==> config.mk <==
export PLATFORM = sky130hd
export DESIGN_NAME = bpb_update_ctrl
export DESIGN_NICKNAME = d
export VERILOG_FILES = /design/src/rtl/bpb_update_ctrl_pkg.sv /design/src/rtl/bpb_update_ctrl_fifo.sv /design/src/rtl/bpb_update_ctrl.sv
export SDC_FILE = /design/constraint.sdc
export NUM_CORES = 1
export LEC_CHECK = 0
export CORE_AREA = 2 2 214 132
export DETAILED_ROUTE_END_ITERATION = 7
export DIE_AREA = 0 0 216 134
export DONT_BUFFER_PORTS = 1
export GPL_TIMING_DRIVEN = 0
export PLACE_DENSITY = 0.78
export SYNTH_ARGS = -nofsm -noshare
export SYNTH_HDL_FRONTEND = slang
export SYNTH_SLANG_ARGS = --single-unit
==> constraint.sdc <==
create_clock -name clk -period 23.6 [get_ports clk]
set_input_delay 2.36 -clock clk [delete_from_list [all_inputs] [get_ports clk]]
set_output_delay 2.36 -clock clk [all_outputs]
set_load 0.05 [all_outputs]
==> src/rtl/bpb_update_ctrl_pkg.sv <==
// bpb_update_ctrl_pkg: shared types and sizes for the BPB write-port scheduler
package bpb_update_ctrl_pkg;
  typedef logic [31:0] word_t;
  typedef struct packed {
    word_t target;
    logic  taken;
  } bpb_result_t;
  typedef struct packed {
    word_t       pc;
    bpb_result_t result;
  } bpb_update_t;
  typedef enum logic {BPB_RUN, BPB_CLEAR} bpb_ctrl_state_t;
  localparam int BPB_UPD_DEPTH = 4;
  localparam int BPB_ENTRIES = 64;
  localparam int BPB_ENTRY_WIDTH = 6;
endpackage

==> src/rtl/bpb_update_ctrl_fifo.sv <==
// bpb_upd_fifo: 2-write/1-read circular buffer of pending BPB updates
module bpb_upd_fifo
  import bpb_update_ctrl_pkg::*;
#(
  parameter int DEPTH = BPB_UPD_DEPTH,
  localparam int AW = $clog2(DEPTH)
) (
  input  logic        clk,
  input  logic        resetn,
  input  logic        clr,
  input  logic        we0,
  input  logic        we1,
  input  logic        pop,
  input  bpb_update_t wd0,
  input  bpb_update_t wd1,
  output bpb_update_t rd,
  output logic [AW:0] count
);
  bpb_update_t mem [DEPTH];
  logic [AW-1:0] head, tail, tail1;
  assign tail1 = tail + AW'(we0);
  assign rd = mem[head];
  // entry storage; the second write lands behind the first when both are present
  always_ff @(posedge clk) begin
    if (we0) mem[tail] <= wd0;
    if (we1) mem[tail1] <= wd1;
  end
  // pointers and occupancy; clr discards all queued entries
  always_ff @(posedge clk or negedge resetn) begin
    if (!resetn) begin
      head <= '0;
      tail <= '0;
      count <= '0;
    end else if (clr) begin
      head <= '0;
      tail <= '0;
      count <= '0;
    end else begin
      head <= head + AW'(pop);
      tail <= tail + AW'(we0) + AW'(we1);
      count <= count + (AW+1)'(we0) + (AW+1)'(we1) - (AW+1)'(pop);
    end
  end
  // occupancy can never exceed the buffer size
  always @(posedge clk) if (resetn) assert (count <= (AW+1)'(DEPTH));
endmodule

==> src/rtl/bpb_update_ctrl.sv <==
// bpb_update_ctrl: queues dual commit-stage branch updates and drains them into the single BPB write port
module bpb_update_ctrl
  import bpb_update_ctrl_pkg::*;
#(
  parameter int DEPTH = BPB_UPD_DEPTH,
  parameter int ENTRIES = BPB_ENTRIES,
  parameter int ENTRY_W = BPB_ENTRY_WIDTH,
  parameter int CNT_W = 16,
  localparam int AW = $clog2(DEPTH)
) (
  input  logic                   clk,
  input  logic                   resetn,
  input  logic [1:0]             upd_valid,
  input  logic [1:0][31:0]       upd_pc,
  input  bpb_result_t [1:0]      upd_result,
  output logic                   upd_ready,
  input  logic                   flush_req,
  output logic                   clear_busy,
  input  logic                   bpb_stall,
  output logic                   bpb_wen,
  output logic [31:0]            bpb_pc,
  output bpb_result_t            bpb_result,
  output logic [CNT_W-1:0]       drop_cnt
);
  bpb_ctrl_state_t state, state_n;
  logic [ENTRY_W-1:0] idx, idx_n;
  logic [CNT_W-1:0] drop_n;
  logic [CNT_W:0] drop_sum;
  logic [AW:0] count;
  bpb_update_t head, upd0, upd1;
  logic run, coal, en, we0, we1, pop;
  assign run = state == BPB_RUN;
  assign upd_ready = run && count <= (AW+1)'(DEPTH-2);
  assign coal = &upd_valid && upd_pc[0][ENTRY_W+1:2] == upd_pc[1][ENTRY_W+1:2];
  assign en = upd_ready && !flush_req;
  assign we0 = en && upd_valid[0] && !coal;
  assign we1 = en && upd_valid[1];
  assign pop = run && bpb_wen;
  assign upd0 = '{pc: upd_pc[0], result: upd_result[0]};
  assign upd1 = '{pc: upd_pc[1], result: upd_result[1]};
  assign drop_sum = {1'b0, drop_cnt} + (CNT_W+1)'(upd_valid[0]) + (CNT_W+1)'(upd_valid[1]);
  bpb_upd_fifo #(.DEPTH(DEPTH)) u_fifo (
    .clk(clk),
    .resetn(resetn),
    .clr(run && flush_req),
    .we0(we0),
    .we1(we1),
    .pop(pop),
    .wd0(upd0),
    .wd1(upd1),
    .rd(head),
    .count(count)
  );
  // controller state, sweep index and drop counter
  always_ff @(posedge clk or negedge resetn) begin
    if (!resetn) begin
      state <= BPB_RUN;
      idx <= '0;
      drop_cnt <= '0;
    end else begin
      state <= state_n;
      idx <= idx_n;
      drop_cnt <= drop_n;
    end
  end
  // next state, sweep progress, drop accounting and BPB write port drive
  always_comb begin
    state_n = state;
    idx_n = idx;
    drop_n = drop_cnt;
    bpb_wen = 1'b0;
    bpb_pc = '0;
    bpb_result = '0;
    clear_busy = !run;
    if (run) begin
      bpb_wen = count != '0 && !bpb_stall;
      bpb_pc = bpb_wen ? head.pc : '0;
      bpb_result = bpb_wen ? head.result : '0;
      if (flush_req) begin
        state_n = BPB_CLEAR;
        idx_n = '0;
      end else if (!upd_ready) drop_n = drop_sum[CNT_W] ? '1 : drop_sum[CNT_W-1:0];
    end else begin
      bpb_wen = !bpb_stall;
      bpb_pc = {{(30-ENTRY_W){1'b0}}, idx, 2'b00};
      if (flush_req) idx_n = '0;
      else if (!bpb_stall) begin
        idx_n = idx + 1'b1;
        if (idx == ENTRY_W'(ENTRIES-1)) state_n = BPB_RUN;
      end
    end
  end
endmodule

[Word level (Yosys, flattened, before mapping)]
Memories as Yosys holds them, arrays and structs flattened.
Index checks and enable logic that the tools add are counted.
Cells by class
  reductions and logical operators: 17
  equality and inequality tests: 3
  multiplexer cells: 22
  bitwise gates (word level): 3
  order comparisons: 1
  add/sub/neg operators: 9
Operator list (count)
  two-way mux 33 bit: 2
  two-way mux 32 bit: 2
  two-way mux 6 bit: 4
  adder 16 x 1 -> 17 bit: 1
  adder 17 x 1 -> 17 bit: 1
  two-way mux 16 bit: 1
  two-way mux 1 bit: 10
  logical AND 1 bit: 9
  adder 2 x 1 -> 2 bit: 3
  adder 3 x 1 -> 3 bit: 2
  adder 6 x 1 -> 6 bit, second input constant: 1
  equality test 6 bit: 1
  equality test 6 bit, second input constant: 1
  two-way mux 2 bit: 2
  AND reduction 2 bit: 2
  less-or-equal comparator 3 x 2 -> 1 bit, second input constant: 1
  logical NOT 1 bit: 3
  two-way mux 3 bit: 1
  NOT 1 bit: 3
  AND reduction 3 bit: 1
  nonzero test 3 bit: 1
  subtractor 3 x 1 -> 3 bit: 1
  != test 2 bit, second input constant: 1
  nonzero test 2 bit: 1
Word-level totals
  input port bits: 136
  bits in registers: 30
  RAM bits: 260
  output and inout bits: 84
  memories kept: 1
  logic and storage cells: 62
Memories
  u_fifo.mem: depth 4, bits a word 65, rd ports 1, clocked after Yosys merged registers in 0, write ports 2, RTL line bpb_update_ctrl_fifo.sv:19  | bpb_update_t mem [DEPTH];

[Longest topological paths before layout]
  word-level depth: 9
  depth in mapped cells: 12
  gate-level depth less buffers: 10

[By module]
From an unflattened synthesis, not the netlist that was laid out.
Second synthesis, totals
  cell total of the unflattened synthesis: 880
  area total of the unflattened synthesis: 14828.0 um^2
By module, submodules not included
  bpb_upd_fifo: instances 1, area each 13072.5 um^2, sequential area each 7982.7 um^2, cells an instance 667
  bpb_update_ctrl: instances 1, area each 1755.4 um^2, sequential area each 575.6 um^2, cells an instance 213

[Least setup slack after synthesis]
Ideal clock, no wire load.
  path type: in2reg
  start point: input port flush_req
  end point: memory u_fifo.mem[0][0] (netlist bit), enable pin
  slack: 13.118 ns
  buffers on the path: 1
  stages on the path: 5
  required time: 22.935 ns
  arrival time: 9.817 ns
  library setup time: 0.665 ns
  path through: clkbuf_1 -> or2_2 -> a21oi_1 -> o41ai_1 -> o41ai_1
RTL lines
  from (decl): RTL line bpb_update_ctrl.sv:17  | input logic flush_req,
  to (decl): RTL line bpb_update_ctrl_fifo.sv:19

[Worst setup path after layout]
  start point: input port bpb_stall
  end point: output port bpb_pc[14]
Between the ends
  cells in the longest elaborated chain, start to end: 4
Ends and longest elaborated chain
  from (decl): RTL line bpb_update_ctrl.sv:19  | input logic bpb_stall,
  logical NOT 1 bit
  logical AND 1 bit: RTL line bpb_update_ctrl.sv:76  | bpb_wen = count != '0 && !bpb_stall;
  two-way mux 32 bit: RTL line bpb_update_ctrl.sv:77  | bpb_pc = bpb_wen ? head.pc : '0;
  two-way mux 32 bit: RTL line bpb_update_ctrl.sv:75  | if (run) begin
  to (decl): RTL line bpb_update_ctrl.sv:21  | output logic [31:0] bpb_pc,
No other way between the ends.

==> summary.md <==
| Metric | Value |
|---|---|
| Status | finished clean |
| Num rows | 47 |
| Nets | 1,088 |
| Final Power | 1160 µW |
| Syn_nets | 1,034 |
| GPL Wtd Cong | 0.844 |
| Multi-input gate area | 5850 µm² |
| Max Clock Skew | 0.0272 ns |
| H-tree depth reported by CTS | 1 |
| Synth cell types | 41 |
| Routed WL per cell | 25.8 µm |
| Clock Latency Late Sink | 0.56 ns |
| Syn Inst Count | 888 |
| Worst path cell trace | a311oi_1 > clkbuf_1 > clkbuf_1 > and2_1 |
| Most common cell after layout, fill and taps aside | mux2_2 |
| Vias/cell | 6.08 |
| Yosys Warn Count | 0 |
| Crit-path most repeated cell | clkbuf_1 |
| Overflow after GRT | 0 |
| Power Density | 70.2 nW/µm² |
| DIE HEIGHT | 134 µm |
| WP buf/inv | 2 |
| CTS Buffer Depth | 3 |
| DRT Pass-1 Iters | 4 |
| Slowest stage delay, CP | 0.67 ns |
| Die area | 28,900 µm² |
| CTS tree | built |
| # IOs | 220 |
| DP Area | 15,500 µm² |
| Leak pwr | 0.00553 µW |
| Slowest-stage cell, CP | a311oi_1 |
| Count of pins over their slew limit | 0 |
| WP data arrival | 4.56 ns |
| PnR worst setup slack | 16.68 ns |
| Most frequent cells in the layout | mux2_2, edfxtp_1, mux4_2 |
| Final hold viol count | 0 |
| Register area share after synthesis | 0.586 |
| # Post-CTS Setup Buffers | 0 |
| DRC | 0 |
| Crit Path Category | input port to output port |
| Post-route cell area | 16,500 µm² |
| Number of max-cap violations | 0 |
| Routed Antenna Nets | 0 |
| Fmax | 145 MHz |
| Delay-heaviest family, CP | buffers and inverters |
| Crit path max fanout | 10 |
| Layout area overhead | 12.6% |
| First-pass GRT wire length | 52,500 µm |
| RSZ-0062 raised after global routing | false |
| Hold_ws | 0.581 ns |
| Number of fill cells | 1,980 |
| Hold Crit Class | flip-flop to flip-flop |
| Post-CTS Resized | 0 |
| IO buf count | 0 |
| CTS hold repair buffers | 0 |
| Post-Place Setup Slack | 16.55 ns |
| Crit end category | output port |
| Starting Density | 0.540 |
| Clk sinks | 290 |
| Antenna fix cells | 0 |
| Antenna violations before repair | 1 |
| Dpl hpwl | 23,900 µm |
| FF/Latch Area | 8560 µm² |
| Req. time, crit path | 21.24 ns |
| Clock transition at path regs | 0.07 ns |
| Via Count | 8,104 |
| Core area | 27,100 µm² |
| Tot GR Track Use | 0.240 |
| Routed WL | 34,300 µm |
| Mapped Area | 14,600 µm² |
| Die X | 216 µm |
| Flops & latches, synth | 290 |
| Vias in the first global route | 8,537 |
| Mapped Avg Cell Area | 16.5 µm² |
| Share of layout cells above drive strength 1 | 0.425 |
| Number of CTS-inserted buffers | 29 |
| Root buf cell | clkbuf_16 |
| Maximum vdd drop | 0.0479 mV |
| Fin crit share | 0.293 |
| Finish-stage setup viols | 0 |
| Setup_tns | 0 ns |
| Startpoint Class | input port |
| Post-route minimum period | 6.92 ns |
| Worst-margin pin slew | 1.13 ns |
| Slew headroom | 0.246 |
| DR iter-0 viols | 662 |
| Pin count of the biggest net entering global routing | 31 |
registers in the layout (all words and copies together) (netlist names):
name,flops
u_fifo.head,2
clear_busy,1
u_fifo.tail,2
u_fifo.count,3
idx,6
drop_cnt,16
u_fifo.mem,260
per-layer routing:
| metal | track usage | share of wire | vias to the layer above |
|---|---|---|---|
| li1 | - | - | 3612 |
| met1 | 0.325 | 0.42 | 4126 |
| met2 | 0.388 | 0.47 | 316 |
| met3 | 0.0717 | 0.086 | 48 |
| met4 | 0.0567 | 0.020 | 2 |
| met5 | 0 | 0.00038 | - |
area by class of cell:
type	instances	share of cell area
Timing Repair Buffer	23	0.0224
Sequential cell	290	0.520
Buffer	56	0.0134
Clock inverter	13	0.0103
Tap cell	367	0.0279
Inverter	9	0.00205
Clock buffer	41	0.0481
Multi-Input combinational cell	533	0.356
cells by family after synthesis:
| logic type | after synthesis | share of synthesized area |
|---|---|---|
| flops | 290 | 0.586 |
| mux | 330 | 0.304 |
| fa+ha+maj | 10 | 0.0101 |
| simple gates | 148 | 0.0583 |
| buf+inv | 65 | 0.0174 |
| xor+xnor | 22 | 0.0132 |
| compound gates | 23 | 0.0110 |
stage by stage:
step | util | std cells
CTS | 0.608 | 1332
detailed placement | 0.573 | 1278
floorplan | - | 888
global placement | 0.557 | 1255
finish | 0.608 | 1332
global route | 0.608 | 1332
cell usage after synthesis:
| library cell | number | area share |
|---|---|---|
| or2_2 | 5 | 0.0021 |
| fa_1 | 3 | 0.0041 |
| and2_1 | 59 | 0.025 |
| a311oi_1 | 1 | 0.00060 |
| or4_1 | 2 | 0.0010 |
| o41ai_1 | 2 | 0.0012 |
| clkbuf_1 | 43 | 0.011 |
| xor2_1 | 7 | 0.0042 |
| nand2_1 | 17 | 0.0044 |
| nor4b_1 | 1 | 0.00060 |
| nor3b_1 | 1 | 0.00051 |
| or4b_1 | 2 | 0.0014 |
| and3_1 | 3 | 0.0013 |
| nor3_1 | 3 | 0.0010 |
| mux2i_1 | 2 | 0.0014 |
| o21ai_0 | 6 | 0.0021 |
| or3b_2 | 1 | 0.00060 |
| or3_1 | 4 | 0.0017 |
| nor4_1 | 5 | 0.0021 |
| nand4b_1 | 1 | 0.00060 |
| nand4_1 | 8 | 0.0034 |
| ha_1 | 7 | 0.0060 |
| mux4_2 | 65 | 0.10 |
| nor2_1 | 14 | 0.0036 |
| a21oi_1 | 3 | 0.0010 |
| mux2_2 | 263 | 0.20 |
| nand3_1 | 13 | 0.0045 |
| o31ai_1 | 2 | 0.0010 |
| edfxtp_1 | 260 | 0.53 |
| a22o_1 | 6 | 0.0036 |
| a21o_1 | 1 | 0.00051 |
| o211ai_1 | 2 | 0.0010 |
| xnor2_1 | 15 | 0.0090 |
| and4_1 | 1 | 0.00060 |
| nor2b_1 | 4 | 0.0017 |
| dfrtp_1 | 30 | 0.051 |
| buf_2 | 8 | 0.0027 |
| nand3b_1 | 2 | 0.0010 |
| nand2b_1 | 2 | 0.00086 |
| buf_1 | 5 | 0.0013 |
| inv_1 | 9 | 0.0023 |
worst paths after layout:
path,to,start,depth (start not counted),slack (ns)
worst max-delay path,bpb_pc[14],bpb_stall,4,16.68
worst min-delay path,idx[1]$_DFFE_PN0P_,idx[1]$_DFFE_PN0P_,2,0.58
worst max register to register,u_fifo.mem[3][16]$_DFFE_PP_,clear_busy$_DFF_PN0_,13,18.65
worst min register to register,idx[1]$_DFFE_PN0P_,idx[1]$_DFFE_PN0P_,2,0.58
max in group asynchronous,idx[4]$_DFFE_PN0P_,resetn,0,22.00
min in group asynchronous,drop_cnt[5]$_DFFE_PN0P_,resetn,0,1.49
report_power, final:
part,switching [µW],internal (µW)
Sequential,8.87,564
Clock,195,277
Combinational,48.5,61.9
Total,252,903
worst reg2reg max path: cells and delay by family, from the launching register on:
kind            cells  cell delay [ns]
simple gates        3             0.85
xor+xnor            1             0.11
flops               1             0.62
buf+inv             5             1.95
compound gates      3             0.95
fa+ha+maj           1             0.21
Note: power is estimated with default switching activity, not from simulation.
